--- src/rtl/ad_serial_capture.sv ---
`timescale 1ns/1ps
`default_nettype none
// ============================================================================
// Module   : ad_serial_capture
// Brief    : Periodic 8-bit serial ADC capture with registered sample and strobe.
// Revision : 1.0 - initial release
// ============================================================================
module ad_serial_capture #(
    parameter int CLK_DIV       = 4,
    parameter int SAMPLE_PERIOD = 256
) (
    input  logic       clk,
    input  logic       reset,
    input  logic       enable,
    output logic       ad_cs_n,
    output logic       ad_sclk,
    input  logic       ad_dout,
    output logic [7:0] sample,
    output logic       sample_valid,
    output logic       busy,
    output logic       overrun
);

    localparam int c_ph_w = (2 * CLK_DIV > 1) ? $clog2(2 * CLK_DIV) : 1;
    localparam int c_tm_w = (SAMPLE_PERIOD > 1) ? $clog2(SAMPLE_PERIOD) : 1;
    localparam logic [c_ph_w-1:0] c_ph_last = c_ph_w'(2 * CLK_DIV - 1);
    localparam logic [c_ph_w-1:0] c_ph_half = c_ph_w'(CLK_DIV);
    localparam logic [c_tm_w-1:0] c_tm_last = c_tm_w'(SAMPLE_PERIOD - 1);

    typedef enum logic [1:0] {
        S_IDLE  = 2'd0,
        S_SETUP = 2'd1,
        S_SHIFT = 2'd2,
        S_DONE  = 2'd3
    } state_t;

    state_t            r_state;
    state_t            w_state_nx;
    logic [c_ph_w-1:0] r_ph;
    logic [c_ph_w-1:0] w_ph_nx;
    logic [2:0]        r_bit;
    logic [2:0]        w_bit_nx;
    logic [c_tm_w-1:0] r_timer;
    logic [7:0]        r_shift;
    logic [7:0]        r_sample;
    logic              r_cs_n;
    logic              r_sclk;
    logic              r_valid;
    logic              r_busy;
    logic              r_overrun;

    logic              w_start;
    logic              w_capture;
    logic              w_cs_n_nx;
    logic              w_sclk_nx;

    assign w_start = enable && (r_timer == '0);

    always_ff @(posedge clk or posedge reset) begin
        if (reset) begin
            r_state <= S_IDLE;
            r_ph    <= '0;
            r_bit   <= 3'd0;
        end else begin
            r_state <= w_state_nx;
            r_ph    <= w_ph_nx;
            r_bit   <= w_bit_nx;
        end
    end

    always_comb begin
        w_state_nx = r_state;
        w_ph_nx    = r_ph;
        w_bit_nx   = r_bit;
        case (r_state)
            S_IDLE: begin
                if (w_start) begin
                    w_state_nx = S_SETUP;
                    w_ph_nx    = '0;
                end
            end
            S_SETUP: begin
                if (r_ph == c_ph_last) begin
                    w_state_nx = S_SHIFT;
                    w_ph_nx    = '0;
                    w_bit_nx   = 3'd7;
                end else begin
                    w_ph_nx = r_ph + 1'b1;
                end
            end
            S_SHIFT: begin
                if (r_ph == c_ph_last) begin
                    w_ph_nx = '0;
                    if (r_bit == 3'd0) begin
                        w_state_nx = S_DONE;
                    end else begin
                        w_bit_nx = r_bit - 3'd1;
                    end
                end else begin
                    w_ph_nx = r_ph + 1'b1;
                end
            end
            S_DONE: begin
                w_state_nx = S_IDLE;
            end
            default: begin
                w_state_nx = S_IDLE;
            end
        endcase

        // Outputs are decoded from the next state so the pins come straight off flops
        w_cs_n_nx = !((w_state_nx == S_SETUP) || (w_state_nx == S_SHIFT));
        w_sclk_nx = (w_state_nx == S_SHIFT) && (w_ph_nx >= c_ph_half);
        w_capture = (w_state_nx == S_SHIFT) && (w_ph_nx == c_ph_half);
    end

    always_ff @(posedge clk or posedge reset) begin
        if (reset) begin
            r_timer <= '0;
        end else if (!enable) begin
            r_timer <= '0;
        end else if (r_timer == c_tm_last) begin
            r_timer <= '0;
        end else begin
            r_timer <= r_timer + 1'b1;
        end
    end

    always_ff @(posedge clk or posedge reset) begin
        if (reset) begin
            r_cs_n    <= 1'b1;
            r_sclk    <= 1'b0;
            r_valid   <= 1'b0;
            r_busy    <= 1'b0;
            r_overrun <= 1'b0;
            r_shift   <= 8'h00;
            r_sample  <= 8'h00;
        end else begin
            r_cs_n  <= w_cs_n_nx;
            r_sclk  <= w_sclk_nx;
            r_valid <= (w_state_nx == S_DONE);
            r_busy  <= (w_state_nx != S_IDLE);
            if (w_start && (r_state != S_IDLE)) begin
                r_overrun <= 1'b1;
            end
            if (w_capture) begin
                r_shift <= {r_shift[6:0], ad_dout};
            end
            if (w_state_nx == S_DONE) begin
                r_sample <= r_shift;
            end
        end
    end

    assign ad_cs_n      = r_cs_n;
    assign ad_sclk      = r_sclk;
    assign sample       = r_sample;
    assign sample_valid = r_valid;
    assign busy         = r_busy;
    assign overrun      = r_overrun;

endmodule
`default_nettype wire

--- config.mk ---
export PLATFORM = sky130hd
export DESIGN_NAME = ad_serial_capture
export DESIGN_NICKNAME = d
export VERILOG_FILES = /design/src/rtl/ad_serial_capture.sv
export SDC_FILE = /design/constraint.sdc
export NUM_CORES = 1
export LEC_CHECK = 0
export BUFFER_PORTS_ARGS = -buffer_cell sky130_fd_sc_hd__buf_4
export CAP_MARGIN = 0
export CORE_MARGIN = 2
export CORE_UTILIZATION = 58
export CTS_CLUSTER_SIZE = 20
export DETAILED_ROUTE_END_ITERATION = 10
export GPL_ROUTABILITY_DRIVEN = 0
export PLACE_DENSITY = 0.82
export SLEW_MARGIN = 25
export SYNTH_ARGS = -nofsm -noshare
export SYNTH_HDL_FRONTEND = slang
export SYNTH_SLANG_ARGS = --single-unit
--- constraint.sdc ---
create_clock -name clk -period 2.8 [get_ports clk]
set_input_delay 0.7 -clock clk [delete_from_list [all_inputs] [get_ports clk]]
set_output_delay 0.7 -clock clk [all_outputs]
set_load 0.01 [all_outputs]
==> results of run 1 <==
==> state kept, by name, summed over array words and instances, names as in the netlist <==
signal	flops
busy	1
sample_valid	1
sample	8
r_ph	3
r_timer	8
ad_sclk	1
r_state	2
overrun	1
r_bit	3
ad_cs_n	1
r_shift	8
==> power breakdown <==
| part | total, W | internal (W) | switching [W] |
|---|---|---|---|
| Combinational | 0.000532 | 0.000227 | 0.000305 |
| Clock | 0.000350 | 0.000182 | 0.000168 |
| Sequential | 0.000690 | 0.000619 | 0.0000711 |
| Total | 0.00157 | 0.00103 | 0.000545 |
==> synthesized netlist by cell type (all sizes together), types with 2 or more instances <==
| library cell | count |
|---|---|
| ha | 13 |
| xor2 | 3 |
| mux2 | 16 |
| nor2 | 10 |
| a22oi | 2 |
| nand2 | 12 |
| nor2b | 2 |
| dfrtp | 36 |
| o21ai | 10 |
| a21boi | 2 |
| inv | 12 |
| a21oi | 4 |
| clkbuf | 2 |
| and2 | 6 |
| xnor2 | 2 |
| nor4b | 2 |
| nand3 | 5 |
==> per-layer routing <==
layer / vias to the layer above / routed length (um)
met5: - / 0
met4: 0 / 67
met3: 9 / 119
met2: 27 / 1720
met1: 574 / 1210
li1: 558 / -
==> critical path, cell delays in order (launching register included) <==
cell and delay, ns:
dfrtp_1 0.45, ha_1 0.23, ha_1 0.26, inv_1 0.12
nor2_1 0.05, o21ai_0 0.13, o21ai_0 0.14, o22ai_1 0.24
ha_1 0.26, nand4_4 0.22, mux2_4 0.36
==> final timing paths <==
| path | endpoint | cells after the start | from | slack [ns] |
|---|---|---|---|---|
| max in group asynchronous | ad_cs_n | 3 | reset | 1.99 |
| min | r_timer[3] | 3 | reset | 0.46 |
| min in group clk | r_timer[0] | 1 | r_timer[0] | 0.48 |
| min reg2reg | r_timer[0] | 1 | r_timer[0] | 0.48 |
| max | r_shift[1] | 10 | r_ph[0] | 0.24 |
| max reg2reg | r_shift[1] | 10 | r_ph[0] | 0.24 |
==> per-stage QoR <==
step / area, sq um / power [W] / utilization, %
after floorplan: 1800 / 0.00108 / -
after global placement: 1970 / 0.00119 / 65.5
after detailed placement: 1970 / 0.00123 / 65.5
after CTS: 2040 / 0.00158 / 67.9
after global routing: 2040 / 0.00167 / 67.9
final: 2040 / 0.00157 / 67.9
==> cells by family after synthesis <==
| group | count (synthesis) | share of synthesized area, % |
|---|---|---|
| flops | 37 | 51.4 |
| compound gates | 25 | 9.57 |
| simple gates | 42 | 13.0 |
| buf+inv | 14 | 2.91 |
| fa+ha+maj | 13 | 9.02 |
| xor+xnor | 5 | 2.43 |
| mux | 16 | 11.7 |
==> layout make-up <==
cell class	count	area, sq um
multi-input cells	101	825
inverters	12	45.0
clock inverters	2	35.0
clock buffers	5	37.5
well taps	33	41.3
repair buffers	17	128
fillers	237	965
flip-flops and latches	37	927
==> flow_metrics.tcl, run 1 <==
set metrics [dict create \
    use_met2_pct 37.9 \
    p_leak_nw 1.04 \
    drv_cap 0 \
    gr-total-overflow 0 \
    drt-initial-drc-count 39 \
    die_w_um 59.8 \
    synth_cell_type_count 33 \
    setup_viol 0 \
    track_usage_pct 20.7 \
    rsz0062_at_grt "false" \
    antenna_found_initial 0 \
    die-area_sq_um 3570 \
    drv_slew 0 \
    p_per_area_nw_per_um2 772 \
    drc_errors 0 \
    rows 20 \
    yosys_warnings 0 \
    layout_commonest_cell "dfrtp_1" \
    synth-edff-count 0 \
    first_pass_iters 5 \
    status "finished clean" \
    first_global_vias 1207 \
    post-cts-setup-buffers 0 \
    synth.largest_area_cell "dfrtp_1" \
    area_delta_synth_final_pct 13.0 \
    yosys_most_used_dff "dfrtp_1" \
    synth_seq_cells 37 \
    insertion_delay_ns 0.34 \
    hold_buffers 0 \
    synth_area_sq_um 1800 \
    coreArea_sq_um 3000 \
    stdcell_count 207 \
    ys_seq_area_share_pct 51.4 \
    cp_max_fo 8 \
    drive_gt1_share_pct 27.6 \
    hold_class "input port to async pin" \
    busiest_layer "met2" \
    routed_wl_um 3120 \
    clockBufferDepth 2 \
    fin_hold_ws_ns 0.459 \
    numCtsBuffers 5 \
    grt_first_pass_wirelength_um 5330 \
    dp.cells 200 \
    synthesis.nets 169 \
    ant_nets 0 \
    syn-mean-instance-area_sq_um 11.9 \
    use_met3_pct 6.71 \
    path_class "flop to flop" \
    num_io_pins 17 \
    viasPerCell 5.64 \
    io_buffers 16 \
    pre_cts_ws_ns 0.291 \
    fin_crit_ns 2.56 \
    relSlewSlack_pct 69.5 \
    use_met1_pct 21.4 \
    period_share_pct 91.3 \
    fin_ws_ns 0.245 \
    synth_area_leaders "dfrtp_1 (50%), ha_1 (9.0%), mux2_4 (6.7%)" \
    antenna-diode-count 0 \
    die_y_um 59.8 \
    fmax_mhz 391 \
    hold_viol 0 \
    clkSinkCount 37 \
    via_count 1168 \
    tns_ns 0 \
    tritoncts "built" \
    fin_skew_ns 0.00929 \
    ctsResizeCount 0 \
    synth-async-reset-ratio_pct 100 \
    grt_max_degree 38 \
    ctsHtreeMaxLevel 2 \
    finish.net_count 191 \
    dp_hpwl_um 2360 \
    avgRoutedWirePerCell_um 15.1 \
    postSynthCellCount 152 \
    clock_tree.root_cell "clkbuf_4" \
    cp.required_ns 3.03 \
    start_util_pct 60.1 \
    final_cell_mix "dfrtp_1 (36), buf_4 (17), ha_1 (13), inv_1 (12), nand2_1 (11)" \
    ir_drop_v 0.000440 \
    clkSlewWorstSetupHoldPaths_ns 0.11 \
    critPathLaunchType "flop" \
    worstMarginPinSlew_ns 0.458 \
    end_kind "flop" \
    arrival_ns 2.79 \
    synth_top_area_share_pct 49.9 \
]
Note: power is estimated with default switching activity, not from simulation.
==> inputs of run 2 (changes only) <==
==> constraint.sdc (replaced) <==
create_clock -name clk -period 2.8 [get_ports clk]
set_input_delay 0.14 -clock clk [delete_from_list [all_inputs] [get_ports clk]]
set_output_delay 0.14 -clock clk [all_outputs]
set_load 0.01 [all_outputs]
==> run 2 against run 1 <==
Net effect: flip-flop and latch count did not move; sequential share of layout area down 0.69 points; combinational power is 2% lower; setup slack improved by 0.019 ns.
==> flow_metrics.tcl, run 2 (same netlist as run 1, synthesis figures left out) <==
set metrics [dict create \
    grt_first_pass_wirelength_um 5070 \
    first_global_vias 1201 \
    routed_wl_um 2970 \
    register_area_sq_um 927 \
    clkSinkCount 37 \
    start_util_pct 60.1 \
    numCtsBuffers 5 \
    drv_cap 0 \
    drive_gt1_share_pct 27.7 \
    top_layer_used "met4" \
    clock_tree.root_cell "clkbuf_4" \
    fin_crit_ns 2.54 \
    hold_class "input port to flop" \
    end_kind "flop" \
    timing.rr.end "r_shift[2]" \
    rrSetupSlack_ns 0.26 \
    ant_nets 0 \
    fmax_mhz 394 \
    die_y_um 59.8 \
    drv_slew 0 \
    clockBufferDepth 2 \
    antenna-diode-count 0 \
    cp_max_fo 8 \
    viasPerCell 5.48 \
    status "finished clean" \
    p_leak_nw 1.05 \
    hold_viol 0 \
    die_w_um 59.8 \
    p_per_area_nw_per_um2 765 \
    dr_wl_met3_um 105 \
    gr-total-overflow 0 \
    drc_errors 0 \
    fin_ws_ns 0.264 \
    area_delta_synth_final_pct 14.7 \
    n_fill_cell 224 \
    tns_ns 0 \
    grt_max_degree 38 \
    io_buffers 16 \
    insertion_delay_ns 0.35 \
    timing.rr.start "r_ph[0]" \
    via_count 1151 \
    num_io_pins 17 \
    dp_hpwl_um 2210 \
    fin_hold_ws_ns 0.0537 \
    setup_viol 0 \
    die-area_sq_um 3570 \
    rows 20 \
    cp.required_ns 3.04 \
    critPathLaunch "r_ph[0]" \
    avgRoutedWirePerCell_um 14.2 \
    arrival_ns 2.78 \
    drt-initial-drc-count 32 \
    worstMarginPinSlew_ns 0.445 \
    layout_commonest_cell "dfrtp_1" \
    relSlewSlack_pct 70.4 \
    period_share_pct 90.6 \
    first_pass_iters 4 \
    fin_skew_ns 0.0106 \
    pre_cts_ws_ns 0.283 \
    ctsHtreeMaxLevel 2 \
    tritoncts "built" \
    wl_met1_um 1200 \
    critPathLaunchType "flop" \
    antenna_found_initial 0 \
    rsz0062_at_grt "false" \
    dr_wl_met2_um 1590 \
    final_cell_mix "dfrtp_1 (36), buf_4 (17), ha_1 (13), inv_1 (12), nand2_1 (11)" \
    finish.net_count 193 \
    clkSlewWorstSetupHoldPaths_ns 0.11 \
    path_class "flop to flop" \
    r2r_cells 10 \
    worstSetupEndpoint "r_shift[2]" \
    multi_input_comb_area_sq_um 825 \
    track_usage_pct 19.4 \
    ir_drop_v 0.000368 \
    coreArea_sq_um 3000 \
]
-- run 2: cell count changes in the layout (fill, tap and decap cells not counted) --
cell and delta:
clkinv_4 +1, dlygate4sd3_1 +2, clkinv_2 -1, clkinvlp_4 +1
-- run 2: report_power, final --
group | total, W | switching [W] | leakage (nW) | internal, W
sequential | 0.000687 | 0.0000672 | 0.487 | 0.000619
clock | 0.000375 | 0.000186 | 0.0414 | 0.000189
combinational | 0.000521 | 0.000294 | 0.518 | 0.000226
-- run 2: worst min-delay path by stage --
| stage | startpoint | end | slack (ns) | depth (start not counted) |
|---|---|---|---|---|
| after floorplan | enable | r_timer[2] | 0.27 | 1 |
| after global placement | reset | r_timer[5] | 0.27 | 3 |
| after detailed placement | reset | r_timer[5] | 0.28 | 3 |
| after CTS | ad_dout | r_shift[0] | 0.002 | 2 |
| after global routing | enable | r_timer[4] | 0.06 | 2 |
| final | enable | r_timer[4] | 0.05 | 2 |
-- run 2: cell type report --
| type | count | area share [%] |
|---|---|---|
| Sequential cell | 37 | 44.8 |
| Multi-Input combinational cell | 101 | 39.8 |
| Timing Repair Buffer | 19 | 7.13 |
| Clock inverter | 3 | 2.24 |
| Inverter | 12 | 2.18 |
| Tap cell | 33 | 2.00 |
| Clock buffer | 5 | 1.81 |
-- run 2: critical path: stages (launching register included) --
cell and delay, ns:
dfrtp_1 0.45, ha_1 0.23, ha_1 0.26, inv_1 0.12, nor2_1 0.05, o21ai_0 0.12, o21ai_0 0.13, o22ai_1 0.24
ha_1 0.26, nand4_4 0.22, mux2_4 0.36
-- run 2: metal layers --
layer  up-vias  global-route usage [%]
met5         -                       0
li1        560                       -
met2        17                    34.8
met4         0                    7.62
met1       569                    20.3
met3         5                    7.14
-- run 2: per-stage QoR --
stage | instances | util [%] | power (W) | instance area (sq um)
finish | 210 | 68.9 | 0.00158 | 2070
global route | 210 | 68.9 | 0.00169 | 2070
CTS | 209 | 68.6 | 0.00160 | 2060
detailed placement | 200 | 65.5 | 0.00122 | 1970
global placement | 200 | 65.5 | 0.00119 | 1970
floorplan | 152 | - | 0.00108 | 1800
-- run 2: what timing repair did --
item                                    4_1_cts  5_1_grt
resized for setup                             0        0
hold endpoints to repair                     36        1
setup buffers                                 0        0
hold buffers                                  1        1
endpoints found under the setup margin        0        0
